`config.mk`:
```
export PLATFORM = sky130hd
export DESIGN_NAME = axis_fork_dispatch
export DESIGN_NICKNAME = d
export VERILOG_FILES = /design/src/rtl/axis_fork_dispatch.sv
export SDC_FILE = /design/constraint.sdc
export NUM_CORES = 1
export LEC_CHECK = 0
export CAP_MARGIN = 0
export CORE_AREA = 2 2 135 137
export CTS_CLUSTER_DIAMETER = 80
export DETAILED_ROUTE_END_ITERATION = 16
export DIE_AREA = 0 0 137 139
export PLACE_DENSITY_LB_ADDON = 0.2
export SYNTH_ARGS = -nofsm -noshare
export SYNTH_HDL_FRONTEND = slang
export SYNTH_SLANG_ARGS = --single-unit
```
`constraint.sdc`:
```
create_clock -name clk -period 7.4 [get_ports clk]
set_input_delay 1.48 -clock clk [delete_from_list [all_inputs] [get_ports clk]]
set_output_delay 1.48 -clock clk [all_outputs]
set_load 0.005 [all_outputs]
```
`src/rtl/axis_fork_dispatch.sv`:
```
// axis_fork_dispatch: steers one AXI4-Stream input to M_COUNT outputs.
// Per packet, either broadcasts every beat to all enabled outputs or
// dispatches the whole packet round-robin to one enabled output.
// Ports:
//   clk, rst              clock, asynchronous active-high reset
//   fork_enable           1=broadcast, 0=dispatch (sampled at packet start)
//   port_mask             enabled outputs (sampled at packet start)
//   s_axis_*              input stream (tready is combinational)
//   m_axis_*              output streams, port i at [i*DATA_WIDTH +: DATA_WIDTH]
//   in_packet             high between first accepted beat and accepted tlast
//   cur_port              dispatch target of the current/last packet
//   drop_pkt              one-cycle pulse after an empty-mask packet ends
module axis_fork_dispatch #(
  parameter int unsigned M_COUNT    = 4,
  parameter int unsigned DATA_WIDTH = 64,
  localparam int unsigned SEL_WIDTH = (M_COUNT > 1) ? $clog2(M_COUNT) : 1
) (
  input  logic                          clk,
  input  logic                          rst,
  input  logic                          fork_enable,
  input  logic [M_COUNT-1:0]            port_mask,
  output logic                          s_axis_tready,
  input  logic [DATA_WIDTH-1:0]         s_axis_tdata,
  input  logic                          s_axis_tlast,
  input  logic                          s_axis_tvalid,
  input  logic [M_COUNT-1:0]            m_axis_tready,
  output logic [M_COUNT*DATA_WIDTH-1:0] m_axis_tdata,
  output logic [M_COUNT-1:0]            m_axis_tlast,
  output logic [M_COUNT-1:0]            m_axis_tvalid,
  output logic                          in_packet,
  output logic [SEL_WIDTH-1:0]          cur_port,
  output logic                          drop_pkt
);

  logic [M_COUNT-1:0]    pend_q, pend_d;
  logic [DATA_WIDTH-1:0] data_q, data_d;
  logic                  last_q, last_d;
  logic                  in_pkt_q, in_pkt_d;
  logic                  mode_q, mode_d;
  logic [M_COUNT-1:0]    mask_q, mask_d;
  logic [SEL_WIDTH-1:0]  rr_q, rr_d;
  logic [SEL_WIDTH-1:0]  cur_q, cur_d;
  logic                  drop_q, drop_d;

  logic                  accept;
  logic                  start;
  logic                  eff_mode;
  logic [M_COUNT-1:0]    eff_mask;
  logic [SEL_WIDTH-1:0]  eff_port;
  logic [SEL_WIDTH-1:0]  target;
  logic                  found;
  logic [SEL_WIDTH:0]    idx;
  logic [M_COUNT-1:0]    pend_new;

  // Input may advance only once every output still owing the held beat takes it.
  assign s_axis_tready = ((pend_q & ~m_axis_tready) == '0);
  assign accept        = s_axis_tvalid & s_axis_tready;
  assign start         = accept & ~in_pkt_q;

  // At packet start the live mode/mask apply; afterwards the sampled copies.
  assign eff_mode = start ? fork_enable : mode_q;
  assign eff_mask = start ? port_mask : mask_q;

  // First enabled port strictly after the rr pointer, wrapping to 0.
  always_comb begin
    target = rr_q;
    found  = 1'b0;
    idx    = '0;
    for (int k = 1; k <= int'(M_COUNT); k++) begin
      idx = {1'b0, rr_q} + (SEL_WIDTH+1)'(k);
      if (idx >= (SEL_WIDTH+1)'(M_COUNT)) idx = idx - (SEL_WIDTH+1)'(M_COUNT);
      if (!found && eff_mask[idx[SEL_WIDTH-1:0]]) begin
        found  = 1'b1;
        target = idx[SEL_WIDTH-1:0];
      end
    end
  end

  assign eff_port = (start && !fork_enable && found) ? target : cur_q;

  // Next-state logic for the holding register, pend vector and packet state.
  always_comb begin
    pend_d   = pend_q & ~m_axis_tready;
    data_d   = data_q;
    last_d   = last_q;
    in_pkt_d = in_pkt_q;
    mode_d   = mode_q;
    mask_d   = mask_q;
    rr_d     = rr_q;
    cur_d    = cur_q;
    drop_d   = 1'b0;
    pend_new = '0;

    if (eff_mode) pend_new = eff_mask;
    else if (eff_mask != '0) pend_new[eff_port] = 1'b1;

    if (start) begin
      mode_d = fork_enable;
      mask_d = port_mask;
      if (!fork_enable && found) begin
        rr_d  = target;
        cur_d = target;
      end
    end

    if (accept) begin
      data_d   = s_axis_tdata;
      last_d   = s_axis_tlast;
      pend_d   = pend_new;
      in_pkt_d = ~s_axis_tlast;
      drop_d   = s_axis_tlast & (eff_mask == '0);
    end
  end

  always_ff @(posedge clk or posedge rst) begin
    if (rst) begin
      pend_q   <= '0;
      data_q   <= '0;
      last_q   <= 1'b0;
      in_pkt_q <= 1'b0;
      mode_q   <= 1'b0;
      mask_q   <= '0;
      rr_q     <= SEL_WIDTH'(M_COUNT - 1);
      cur_q    <= '0;
      drop_q   <= 1'b0;
    end else begin
      pend_q   <= pend_d;
      data_q   <= data_d;
      last_q   <= last_d;
      in_pkt_q <= in_pkt_d;
      mode_q   <= mode_d;
      mask_q   <= mask_d;
      rr_q     <= rr_d;
      cur_q    <= cur_d;
      drop_q   <= drop_d;
    end
  end

  assign m_axis_tvalid = pend_q;
  assign m_axis_tdata  = {M_COUNT{data_q}};
  assign m_axis_tlast  = {M_COUNT{last_q}};
  assign in_packet     = in_pkt_q;
  assign cur_port      = cur_q;
  assign drop_pkt      = drop_q;

endmodule

```
# [Yosys cells after proc, flatten, opt, wreduce, memory -nomap -nowiden]
# Index checks and enable logic that the tools add are counted.
[word_totals] ff_bits=80 input_bits=77 output_inout_bits=269 elab_cells=78
[op_classes] add_sub_neg=8 order_cmp=10 n_mux=29 bitwise=7 n_reduce_logical=15
[ops] operator="2-bit two-way mux" count=9
[ops] operator="4-bit two-way mux" count=4
[ops] operator="2-bit by 3-bit less-than comparator with 1-bit output (second input constant)" count=5
[ops] operator="3-bit greater-or-equal comparator (second input constant)" count=4
[ops] operator="1-bit two-way mux" count=11
[ops] operator="1-bit binary-select mux with 2-bit select" count=4
[ops] operator="4-bit logical NOT" count=2
[ops] operator="2-bit by 1-bit subtractor with 2-bit output (second input constant)" count=4
[ops] operator="1-bit logical AND" count=7
[ops] operator="2-bit by 2-bit adder with 3-bit output (second input constant)" count=2
[ops] operator="4-bit AND" count=1
[ops] operator="1-bit logical NOT" count=4
[ops] operator="4-bit inverter" count=1
[ops] operator="4-bit nonzero test" count=1
[ops] operator="2-bit by 1-bit adder with 3-bit output (second input constant)" count=1
[ops] operator="2-bit by 3-bit adder with 3-bit output (second input constant)" count=1
[ops] operator="1-bit AND" count=3
[ops] operator="1-bit demux with 2-bit select" count=1
[ops] operator="2-bit by 1-bit greater-or-equal comparator with 1-bit output (second input constant)" count=1
[ops] operator="1-bit inverter" count=2
[ops] operator="2-bit AND reduction" count=1

# [Longest topological paths before layout]
# Gate-level depths: netlist (run 1).
[depth] word_depth=27 depth_mapped=9 ltp_nobuf=9

# [Least setup slack after synthesis (run 1)]
# OpenSTA, ideal clock, no wires.
[synth_timing] kind="input port to output port" start="input m_axis_tready[2]" end="output s_axis_tready" arrival_ns=1.877 required_ns=5.920 slack_ns=4.043 stages=3 n_path_buf=0 path_cell_list="nand2b_4 > nand4_4 > inv_2"
[synth_between] elab_chain_len=3
[synth_lines] element="start, declared" line_no="26" rtl="input logic [M_COUNT-1:0] m_axis_tready,"
[synth_lines] element="4-bit inverter" line_no="56" rtl="assign s_axis_tready = ((pend_q & ~m_axis_tready) == '0);"
[synth_lines] element="4-bit AND" line_no="56"
[synth_lines] element="4-bit logical NOT" line_no="56"
[synth_lines] element="end, declared" line_no="22" rtl="output logic s_axis_tready,"
# No other way between the ends.

# [Final worst setup path (run 1)]
# Ends and elaborated chain as after synthesis.

==> flow_metrics.env, run 1 <==
export IMPL_cts_tree="done"
export IMPL_ctsResizeCount=0
export IMPL_ys_seq_area_frac=0.407
export IMPL_worst_setup_path_type="in -> out"
export IMPL_synth_area_um2=4920
export IMPL_syn_to_final_growth_pct=50.6
export IMPL_yosys_area_top_type="dfrtp_1"
export IMPL_grt_remaining_overflow=0
export IMPL_wirelength_um=14000
export IMPL_status="completed"
export IMPL_layout_nets=805
export IMPL_fmax_ghz=0.225
export IMPL_setup_violations=0
export IMPL_globalRouteTotalUtil=0.145
export IMPL_hold_violations=0
export IMPL_ys_ff_latch=80
export IMPL_first_pass_iters=4
export IMPL_arrival_ps=2970
export IMPL_end_kind="output pin"
export IMPL_post_cts_buffers=0
export IMPL_cts_sinks=80
export IMPL_r2r_start="m_axis_tvalid[1]"
export IMPL_vias=4005
export IMPL_rsz0062_at_grt="false"
export IMPL_synth_area_leaders="dfrtp_1 40%, buf_4 30%, nand2_1 15%"
export IMPL_coreArea_um2=17700
export IMPL_grt_pass1_vias=3811
export IMPL_ctsHoldBuffers=0
export IMPL_port_buffers=345
export IMPL_cp_start_kind="input pin"
export IMPL_dieWidth_um=137
export IMPL_yosysWarnings=0
export IMPL_grt_max_degree=81
export IMPL_cp_required_ps=5920
export IMPL_ir_worst_vdd_uv=163
export IMPL_post_drt_wl_per_cell_um=14.6
export IMPL_power_density_nw_per_um2=445
export IMPL_insertion_delay_ps=340
export IMPL_rr_worst_depth=8
export IMPL_clkTransAtPathRegs_ps=60
export IMPL_mostFrequentLayoutCells="345 x clkdlybuf4s50_1, 200 x nand2_1, 78 x dfrtp_1"
export IMPL_drc=0
export IMPL_antenna_cells=0
export IMPL_htree_levels=3
export IMPL_postLayoutCoreUtil=0.420
export IMPL_period_share=0.601
export IMPL_synthCells=583
export IMPL_drv_slew=0
export IMPL_cts_buffer_depth=2
export IMPL_synthDominantCellAreaShare=0.396
export IMPL_hold_start="data_q[3]"
export IMPL_syn_nets=660
export IMPL_antenna_found_initial=0
export IMPL_p_leak_uw=0.00322
export IMPL_min_path_type="reg -> reg"
export IMPL_avgSynthCellArea_um2=8.45
export IMPL_root_buffer="clkbuf_16"
export IMPL_antenna_left=0
export IMPL_num_io_pins=346
export IMPL_crit_end="s_axis_tready"
export IMPL_die_y_um=139
export IMPL_tightest_slew_ps=1040
export IMPL_path_max_fanout=9
export IMPL_r2r_end="m_axis_tvalid[1]"
export IMPL_gp_congestion=0.806
export IMPL_maxCapViolCount=0
export IMPL_r2r_setup_slack_ps=4970
export IMPL_cts_inserted_buffers=9
export IMPL_yosysUniqueCellTypes=41
export IMPL_via_per_inst=4.16
export IMPL_initial_core_util=0.279
export IMPL_grt_pass1_wl_um=21400
export IMPL_relSlewSlack=0.306
export IMPL_hpwl_um=10700
export IMPL_fp_row_count=49
export IMPL_drive_above_1_share=0.0573
export IMPL_fin_crit_ps=4450
export IMPL_fin_skew_ps=5.21
export IMPL_cp_startpoint="m_axis_tready[2]"
export IMPL_drt_iter0_markers=75
export IMPL_mostFrequentLayoutCell="clkdlybuf4s50_1"
export IMPL_dieArea_um2=19000
export IMPL_tns_ps=0
sequential cells by signal, summed over array words and instances, names as in the netlist:
register / count
data_q: 64
cur_port: 2
rr_q: 2
mask_q: 4
m_axis_tvalid: 4
in_packet: 1
mode_q: 1
last_q: 1
drop_pkt: 1
worst max-delay path, stage by stage:
cell	delay, ps
clkdlybuf4s50_1	470
nand2b_4	140
nand4_4	160
inv_2	180
clkdlybuf4s50_1	530
power breakdown:
part	leakage (µW)	switching [µW]	total (µW)	internal, µW
Clock	0.000119	178	406	228
Sequential	0.000981	290	937	647
Combinational	0.00212	631	1950	1320
final cells by class:
type / instances / area, µm²
clock buffers: 12 / 236
multi-input cells: 281 / 1350
inverters: 8 / 31.3
clock inverters: 4 / 31.3
repair buffers: 348 / 3480
fillers: 1667 / 10200
well taps: 229 / 287
flip-flops and latches: 80 / 2000
synth_stat cells:
master and instances:
nand2b_1 4, nor3b_1 1, nor2_4 1, o211ai_2 2, mux2_2 6, and3_1 2, o21ai_0 8, clkbuf_1 13
buf_1 2, nand2b_2 1, o22ai_1 1, nand3b_1 1, or4b_1 1, a221oi_2 1, a2111oi_4 1, inv_2 4
inv_1 4, buf_4 196, o21ai_1 2, or4_4 1, o21a_1 1, nand4_4 1, o211ai_1 2, nor2b_1 3
a211oi_1 1, nor3_1 3, and2_1 1, nand2_1 201, nand4_1 2, nor2_1 9, nand3_1 7, o221ai_1 2
a22o_1 1, mux2i_1 1, dfrtp_1 78, and4_1 1, a31oi_1 2, a21oi_1 7, dfstp_2 2, buf_2 3
nand2b_4 3
worst min-delay path by stage:
stage / end / depth (start not counted)
6_report: data_q[3] / 2
2_1_floorplan: last_q / 2
4_1_cts: data_q[3] / 2
3_5_place_dp: data_q[3] / 2
5_1_grt: data_q[13] / 2
3_3_place_gp: data_q[3] / 2
layer usage:
metal / vias to the layer above / global-route usage / share of wire
met5: - / 0 / 0
met4: 0 / 0.0564 / 0.021
met3: 18 / 0.0260 / 0.058
met2: 164 / 0.258 / 0.53
met1: 1906 / 0.170 / 0.39
li1: 1917 / - / -
cells by family after synthesis:
group | after synthesis | share of synthesized area
flops | 80 | 0.407
buf+inv | 222 | 0.319
compound gates | 31 | 0.0463
simple gates | 243 | 0.211
mux | 7 | 0.0158
through the flow:
stage | instance area [µm²] | worst slack [ps] | hold slack (ps) | std cells | power, µW
2_1_floorplan | 4920 | 3870 | 515 | 583 | 2040
3_3_place_gp | 7150 | 2970 | 530 | 946 | 2920
3_5_place_dp | 7150 | 2940 | 544 | 946 | 2940
4_1_cts | 7420 | 2940 | 560 | 962 | 3360
5_1_grt | 7420 | 2880 | 582 | 962 | 3550
6_report | 7420 | 2950 | 546 | 962 | 3300
No activity file was read; power rests on OpenSTA's default activity.
==> run 2, diff against run 1 <==
clock period = 4.5 ns   (was 7.4 ns; I/O delays follow)
==> run 2 against run 1 <==
Net effect:
- critical path depth is the same
- critical endpoint unchanged
- die area unchanged
- first-iteration DRC count rose by 91%
- power is 67% higher
- via count hardly changed
- largest power group unchanged
- final area rose by 0.66%
- wire length is 0.63% higher
- clock power up 82%
- hold slack improved by 5.8 ps
- sequential cell count stayed put
==> flow_metrics.env, run 2 (synthesis results as in run 1) <==
export IMPL_totalPowerFinal_uw=5510
export IMPL_grt_busiest_layer="met2"
export IMPL_post_cts_buffers=0
export IMPL_clkTransAtPathRegs_ps=60
export IMPL_fin_skew_ps=5.67
export IMPL_ctsHoldBuffers=0
export IMPL_mostFrequentLayoutCell="clkdlybuf4s50_1"
export IMPL_globalRouteTotalUtil=0.143
export IMPL_hold_violations=0
export IMPL_drc=0
export IMPL_dieArea_um2=19000
export IMPL_cp_required_ps=3600
export IMPL_path_max_fanout=9
export IMPL_met2_usage=0.262
export IMPL_setup_violations=0
export IMPL_drive_above_1_share=0.0614
export IMPL_grt_util_met3=0.0263
export IMPL_root_buffer="clkbuf_16"
export IMPL_tightest_slew_ps=655
export IMPL_status="completed"
export IMPL_critPathSlowestCell="clkdlybuf4s50_1"
export IMPL_dieWidth_um=137
export IMPL_ir_worst_vdd_uv=309
export IMPL_grt_pass1_wl_um=21300
export IMPL_crit_end="s_axis_tready"
export IMPL_mostFrequentLayoutCells="345 x clkdlybuf4s50_1, 200 x nand2_1, 78 x dfrtp_1"
export IMPL_hpwl_um=10900
export IMPL_coreArea_um2=17700
export IMPL_period_share=0.726
export IMPL_path_delay_family="buffers and inverters"
export IMPL_vias=4007
export IMPL_fmax_ghz=0.306
export IMPL_grt_remaining_overflow=0
export IMPL_rsz0062_at_grt="false"
export IMPL_wirelength_um=14100
export IMPL_dp_cells=947
export IMPL_cts_tree="done"
export IMPL_maxCapViolCount=0
export IMPL_ctsResizeCount=0
export IMPL_max_stage_delay_ps=540
export IMPL_die_y_um=139
export IMPL_arrival_ps=2370
export IMPL_r2r_setup_slack_ps=2120
export IMPL_post_drt_wl_per_cell_um=14.7
export IMPL_r2r_start="rr_q[1]"
export IMPL_antenna_found_initial=0
export IMPL_relSlewSlack=0.562
export IMPL_cts_inserted_buffers=9
export IMPL_fin_crit_ps=3270
export IMPL_tns_ps=0
export IMPL_largest_register_ff_count=64
export IMPL_cts_sinks=80
export IMPL_gp_congestion=0.840
export IMPL_crit_path_frequent_cell="clkdlybuf4s50_1"
export IMPL_path_buf_inv=3
export IMPL_first_pass_iters=4
export IMPL_worst_path_stages=5
export IMPL_port_buffers=345
export IMPL_rr_worst_depth=6
export IMPL_min_path_type="reg -> reg"
export IMPL_cts_buffer_depth=2
export IMPL_antenna_cells=0
export IMPL_grt_pass1_vias=3795
export IMPL_drt_iter0_markers=143
export IMPL_grt_max_degree=42
export IMPL_via_per_inst=4.17
export IMPL_layout_nets=806
export IMPL_use_met1=0.167
export IMPL_num_io_pins=346
export IMPL_path_cells="clkdlybuf4s50_1, nand2b_4, nand4_4, inv_2, clkdlybuf4s50_1"
export IMPL_drv_slew=0
export IMPL_r2r_end="m_axis_tvalid[2]"
export IMPL_end_kind="output pin"
export IMPL_top_register="data_q"
export IMPL_syn_to_final_growth_pct=51.6
export IMPL_antenna_left=0
export IMPL_fin_cells=962
export IMPL_htree_levels=3
export IMPL_cp_start_kind="input pin"
export IMPL_initial_core_util=0.279
export IMPL_worst_setup_path_type="in -> out"
export IMPL_cp_startpoint="m_axis_tready[1]"
export IMPL_insertion_delay_ps=340
export IMPL_p_leak_uw=0.00324
export IMPL_power_density_nw_per_um2=738
export IMPL_fp_row_count=49
## run 2: cell types whose count changed in the layout (fill, tap and decap cells not counted)
cell	change
buf_12	+1
bufinv_16	+1
clkbuf_1	-3
clkbuf_8	+1
clkinv_2	+1
clkinv_4	-1
## run 2: per-stage QoR
stage / worst slack (ps) / utilization / hold slack, ps / cell area (µm²)
5_1_grt: 1160 / 0.423 / 586 / 7460
4_1_cts: 1230 / 0.423 / 558 / 7460
3_5_place_dp: 1200 / 0.406 / 538 / 7170
3_3_place_gp: 1240 / 0.406 / 531 / 7170
6_report: 1230 / 0.423 / 552 / 7460
2_1_floorplan: 1550 / - / 515 / 4920
## run 2: tightest hold or removal path: stages (launching register included)
cell and delay [ps]:
dfrtp_1 400, nand2_1 60, nand2_1 60
## run 2: power by group
part,total [µW],switching (µW),internal (µW)
combinational,3230,1040,2180
sequential,1540,480,1060
clock,740,299,441
total,5510,1820,3690
## run 2: final cells by class
cell class | count | area (µm²)
clock buffer | 10 | 239
clock inverter | 5 | 57.6
fill | 1686 | 10200
inverter | 8 | 31.3
multi-input combinational | 281 | 1350
sequential | 80 | 2000
tap | 229 | 287
timing repair buffer | 349 | 3500
## run 2: how the worst min path moves through the flow
stage | slack, ps | end | from | cells after the start
2_1_floorplan | 520 | last_q | last_q | 2
3_3_place_gp | 530 | data_q[3] | data_q[3] | 2
3_5_place_dp | 540 | last_q | last_q | 2
4_1_cts | 560 | data_q[3] | data_q[3] | 2
5_1_grt | 590 | data_q[53] | data_q[53] | 2
6_report | 550 | data_q[3] | data_q[3] | 2
## run 2: per-layer routing
layer,part of all wire,vias up
met5,0,-
met4,0.012,0
met3,0.068,12
met2,0.54,184
met1,0.38,1896
li1,-,1915
